==> src/rtl/mips32_fetch_queue.sv <==
// Instruction fetch queue ahead of decode: owns the PC, issues single-outstanding
// word reads, buffers {ir, npc} in order, flushes on redirect, halts after HLT.
module mips32_fetch_queue #(
  parameter int          DEPTH    = 4,
  parameter int          ADDR_W   = 10,
  parameter int unsigned RESET_PC = 0
) (
  input  logic                      clk1,
  input  logic                      rst_n,
  output logic                      imem_req,
  output logic [ADDR_W-1:0]         imem_addr,
  input  logic                      imem_rvalid,
  input  logic [31:0]               imem_rdata,
  input  logic                      redirect_valid,
  input  logic [ADDR_W-1:0]         redirect_pc,
  output logic                      ir_valid,
  output logic [31:0]               ir,
  output logic [31:0]               npc,
  input  logic                      ir_ready,
  output logic [$clog2(DEPTH):0]    count
);

  localparam int PTR_W = $clog2(DEPTH);
  localparam int CNT_W = PTR_W + 1;

  logic [ADDR_W-1:0] pc;
  logic [ADDR_W-1:0] req_npc;
  logic [31:0]       ir_q  [DEPTH];
  logic [ADDR_W-1:0] npc_q [DEPTH];
  logic [PTR_W-1:0]  head;
  logic [PTR_W-1:0]  tail;
  logic [CNT_W-1:0]  cnt;
  logic              outstanding;
  logic              discard;
  logic              stopped;

  logic              resp_hlt;
  logic              room;
  logic              push;
  logic              pop;

  // A live response carrying HLT blocks the issue it would otherwise overlap with.
  assign resp_hlt = imem_rvalid && !discard && (imem_rdata[31:26] == 6'b111111);
  assign room     = (cnt + CNT_W'(outstanding)) < CNT_W'(DEPTH);
  assign imem_req = rst_n && !stopped && !redirect_valid &&
                    (!outstanding || imem_rvalid) && room && !resp_hlt;
  assign imem_addr = pc;

  assign push = imem_rvalid && !discard && !redirect_valid;
  assign pop  = ir_valid && ir_ready && !redirect_valid;

  assign ir_valid = (cnt != '0);
  assign ir       = ir_valid ? ir_q[head] : '0;
  assign npc      = ir_valid ? 32'(npc_q[head]) : '0;
  assign count    = cnt;

  always_ff @(posedge clk1 or negedge rst_n) begin
    if (!rst_n) begin
      pc          <= ADDR_W'(RESET_PC);
      req_npc     <= '0;
      head        <= '0;
      tail        <= '0;
      cnt         <= '0;
      outstanding <= 1'b0;
      discard     <= 1'b0;
      stopped     <= 1'b0;
    end else if (redirect_valid) begin
      pc      <= redirect_pc;
      head    <= '0;
      tail    <= '0;
      cnt     <= '0;
      stopped <= 1'b0;
      // A response landing now is consumed and dropped; otherwise the one in flight is marked stale.
      if (imem_rvalid) begin
        outstanding <= 1'b0;
        discard     <= 1'b0;
      end else if (outstanding) begin
        discard <= 1'b1;
      end
    end else begin
      if (imem_req) begin
        pc          <= pc + 1'b1;
        req_npc     <= pc + 1'b1;
        outstanding <= 1'b1;
      end else if (imem_rvalid) begin
        outstanding <= 1'b0;
      end
      if (imem_rvalid && discard) discard <= 1'b0;
      if (push && resp_hlt)       stopped <= 1'b1;
      if (push) tail <= tail + 1'b1;
      if (pop)  head <= head + 1'b1;
      case ({push, pop})
        2'b10:   cnt <= cnt + 1'b1;
        2'b01:   cnt <= cnt - 1'b1;
        default: cnt <= cnt;
      endcase
    end
  end

  always_ff @(posedge clk1) begin
    if (push) begin
      ir_q[tail]  <= imem_rdata;
      npc_q[tail] <= req_npc;
    end
  end

endmodule

==> config.mk <==
export PLATFORM = sky130hd
export DESIGN_NAME = mips32_fetch_queue
export DESIGN_NICKNAME = d
export VERILOG_FILES = /design/src/rtl/mips32_fetch_queue.sv
export SDC_FILE = /design/constraint.sdc
export NUM_CORES = 1
export LEC_CHECK = 0
export ABC_AREA = 0
export BUFFER_PORTS_ARGS = -buffer_cell sky130_fd_sc_hd__buf_2
export CORE_ASPECT_RATIO = 0.5
export CORE_UTILIZATION = 57
export CTS_CLUSTER_SIZE = 30
export DETAILED_ROUTE_END_ITERATION = 16
export MAX_ROUTING_LAYER = met4
export PLACE_DENSITY = 0.89
export SLEW_MARGIN = 20
export SYNTH_ARGS = -nofsm -noshare
export SYNTH_HDL_FRONTEND = slang
export SYNTH_SLANG_ARGS = --single-unit
==> constraint.sdc <==
create_clock -name clk1 -period 2.61 [get_ports clk1]
set_input_delay 0.3915 -clock clk1 [delete_from_list [all_inputs] [get_ports clk1]]
set_output_delay 0.3915 -clock clk1 [all_outputs]
set_load 0.05 [all_outputs]
==> results.md <==
- The flow ran to the end, and the final reports show no timing, DRC or antenna violations.
- The post-detailed-routing wire length is 15.85 mm.
- Each instance of the synthesized netlist takes up on average 17.71 µm².
- After the last flow step, the layout net total stands at 633.
- Setup repair after global routing left no endpoint under its margin.
- STA puts the critical path data arrival time at approximately 2.1 ns.
- The via count of the first global-routing pass is 4512.
- From bottom edge to top edge, the die measures between 80 and 90 µm.
- Dividing total power by cell area gives a power density of about 1100 nW/µm².
- The synthesized design contains 198 register bits.
- The cell count after synthesis is 462.
- Detailed placement ended at an HPWL of 9.808 mm.
- Routability-driven placement finished with a final weighted congestion of ~0.79.
- VDD sags by at most 0.5181 mV.
- The first global-routing pass estimated 24.42 mm of wire.
- The area of all placed cells without fillers is 9523 µm².
- Entering global routing, the biggest net connects 45 pins.
- Summed over its instances, the top area cell type makes up roughly three fifths of the synthesized netlist area.
- By count the netlist is led by edfxtp_1 (168), and2_1 (48), mux4_2 (42).
- At the pin with the least slew margin, the transition time is 0.4929 ns.
- The DRC violation count after routing is 0.
- During placement, the flow inserted port buffers numbering 103.
- After detailed routing, the number of vias per cell comes to roughly 5.6.
- The pre-antenna-repair detailed-routing pass consisted of 4 iterations.
- For this run the aggregate overflow at the end of global routing stands at 0.
- The cell area after synthesis is about 8200 µm².
- The total routing resource utilization after global routing is a little under a quarter.
- The most used flip-flop cell after synthesis is edfxtp_1.
- The average detailed-routed wire length per instance is 20.20 µm.
- The type of element capturing the critical path is an output port.
- For the final database, setup skew stands at roughly 0.011 ns.
- The library cell contributing the largest single delay on the critical path is mux4_2.
- The vias after detailed routing is 4413.
- The total cell area at the placement stage is ~8900 µm².
- Setup violations remaining at the end of the flow were counted as 0.
- The CTS clock-pin slew for the worst setup and hold paths is approximately 0.08 ns.
- In this run the worst hold path is classified as in -> async.
- Across the run, the number of max-cap violations was 0.
- After clock tree synthesis, the repair step resized 0 gates.
- The floorplan core area is 13780 µm².
- The family with the most delay on the worst path is multiplexers.
- The sequential element share of the synthesized area is 70.85%.
- Headroom to the max-slew limit came out at about two thirds.
- In this run the static leakage power is 3.517 nW.
- STA classifies the critical path startpoint as a flip-flop.
- The count of buffers added by post-CTS timing repair for setup is 0.
- Dividing the final minimum period by the clock period gives 94.04%.
- The signal on the critical path passes through buf_12 -> mux4_2 -> and2_1 -> buf_2.
- In this design, the stage delay of the slowest critical-path cell is 0.54 ns.
- CTS saw 198 sinks.
- For this design, the CTS-stage hold fixing added 0 buffers.
- The number of distinct library cells after synthesis is 45.
- The count of buffer and inverter cells on the critical path is 2.
- The number of synthesized flops with an enable pin is 168.
- The number of DRC markers after the initial detailed-route iteration is 328.
- The critical path is of the reg -> out type.
- The number of antenna-violating nets in the routed design is 0.
- TritonCTS created 17 clock buffers.
- The die width is 171.4 µm.
- The number of warnings printed during yosys synthesis is 0.
- The total negative setup slack is 0 ns.
- The TritonCTS clock tree is yes.
- Counting flops with an async set or reset pin after synthesis yields a share of 15.15%.
- The number of endpoints with negative hold slack in the final report was 0.
- The initial antenna violation count is 0.
- Of all cell types, the one taking the most synthesized area is edfxtp_1.
- The initial cell density of the core is 59.38%.
- Clock latency on the worst-skew pair, taken at its later pin, is 0.43 ns.
- The critical-path maximum fanout is 21.
- Counting along the longest clock path gives a buffer depth of 2.
- From synthesis to final layout, the design area changed by 16.41%.
- The post-route netlist has 36.09% of its cells at a drive strength greater than 1.
- The deepest level of the CTS H-tree is 4.
- The number of rows created at floorplan is 30.
- By instance count, the leading cell after synthesis is edfxtp_1.
- For this design the top-level I/O count stands at roughly 130.
- The repair_antennas step left the layout with diodes totalling 0.
- Sorting the synthesized cells by area gives the leading types as edfxtp_1 (62%), mux4_2 (12%), dfrtp_1 (9.2%), and2_1 (3.7%), buf_4 (2.2%).
- For the worst setup path, the data required time is about 2.2 ns.
- Subtracting the final worst setup slack from the clock period gives roughly 2.5 ns.
- The floorplan die area is 14860 µm².
- Timing would allow up to around 410 MHz.
- The count of final max-slew check failures is 0.
- The cell at the root of the clock tree is clkbuf_16.
path summary, 6_finish.rpt:
check	to	from	cells past startpoint	slack, ns
min in group clk1	ir_q[0][9]$_DFFE_PP_	imem_rdata[9]	1	0.17
setup / recovery	ir[21]	head[0]$_DFFE_PN0P_	4	0.16
hold / removal	imem_addr[3]$_DFFE_PN0P_	rst_n	2	0.004
hold reg to reg	npc_q[3][5]$_DFFE_PP_	req_npc[5]$_DFFE_PN0P_	0	0.54
max in group asynchronous	head[1]$_DFFE_PN0P_	rst_n	2	2.28
setup reg to reg	count[2]$_DFFE_PN0P_	count[1]$_DFFE_PN0P_	6	0.51
metrics by stage:
step	total power [W]	hold WS (ns)	instances	setup WS [ns]	utilization (%)
final	0.01002	0.004147	785	0.1557	69.13
after global routing	0.01041	0.03288	785	0.07426	69.13
after CTS	0.01005	0.004972	781	0.03155	68.91
after detailed placement	0.007523	0.4682	749	0.4951	64.70
after global placement	0.007418	0.4696	749	0.5204	64.70
after floorplan	0.006684	0.09591	483	0.01518	-
sequential cells by signal, indices dropped and copies added, names as in the netlist:
signal,flops
outstanding,1
discard,1
req_npc,10
head,2
count,3
npc_q,40
tail,2
stopped,1
ir_q,128
imem_addr,10
routing by layer:
metal  part of all wire, %  global-route usage (%)  vias up
li1                      -                       -     1984
met1                    44                   31.31     2242
met2                    49                   36.77      170
met3                   5.5                   5.114       17
met4                   1.5                   7.224        0
met5                     0                       -        -
layout make-up:
class,instances,area [µm²]
fill,882,4253
clock buffer,18,429.2
timing repair buffer,126,713.2
clock inverter,14,151.4
tap,192,240.2
sequential,198,5798
multi-input combinational,227,2153
inverter,10,37.54
cells by family after synthesis:
group           synth area share [%]
other cells                  0.04584
compound gates                 3.656
simple gates                   7.281
flops                          70.85
mux                            12.24
buf+inv                        3.854
fa+ha+maj                      1.009
xor+xnor                       1.071
report_power, final:
group          switching, W  internal, W  leakage (nW)
Sequential         0.000242      0.00374          1.89
Combinational       0.00240      0.00110          1.34
Clock               0.00126      0.00128         0.286
cells in the final DEF, fill, tap and decap left out, types with 2 or more instances in the layout:
cell and instances:
clkinv_4 2, dfrtp_2 2, mux2_2 4, and2_2 4
a221o_1 3, inv_6 4, ha_1 5, edfxtp_1 168
nand2b_1 5, a211o_1 2, clkbuf_16 17, a21oi_1 14
nor2_1 10, nand3_1 7, xnor2_1 5, conb_1 22
mux4_2 42, inv_8 4, xor2_1 5, and3_1 2
clkinv_8 3, nand4_1 2, buf_12 2, buf_4 21
nand3b_1 2, a21o_1 2, nor2b_1 3, dfrtp_1 28
a32oi_1 5, o21a_1 2, o311ai_0 5, buf_2 103
nand2_1 10, and2_1 44, nor3_1 8, inv_1 9
(Power assumes the default switching activity.)
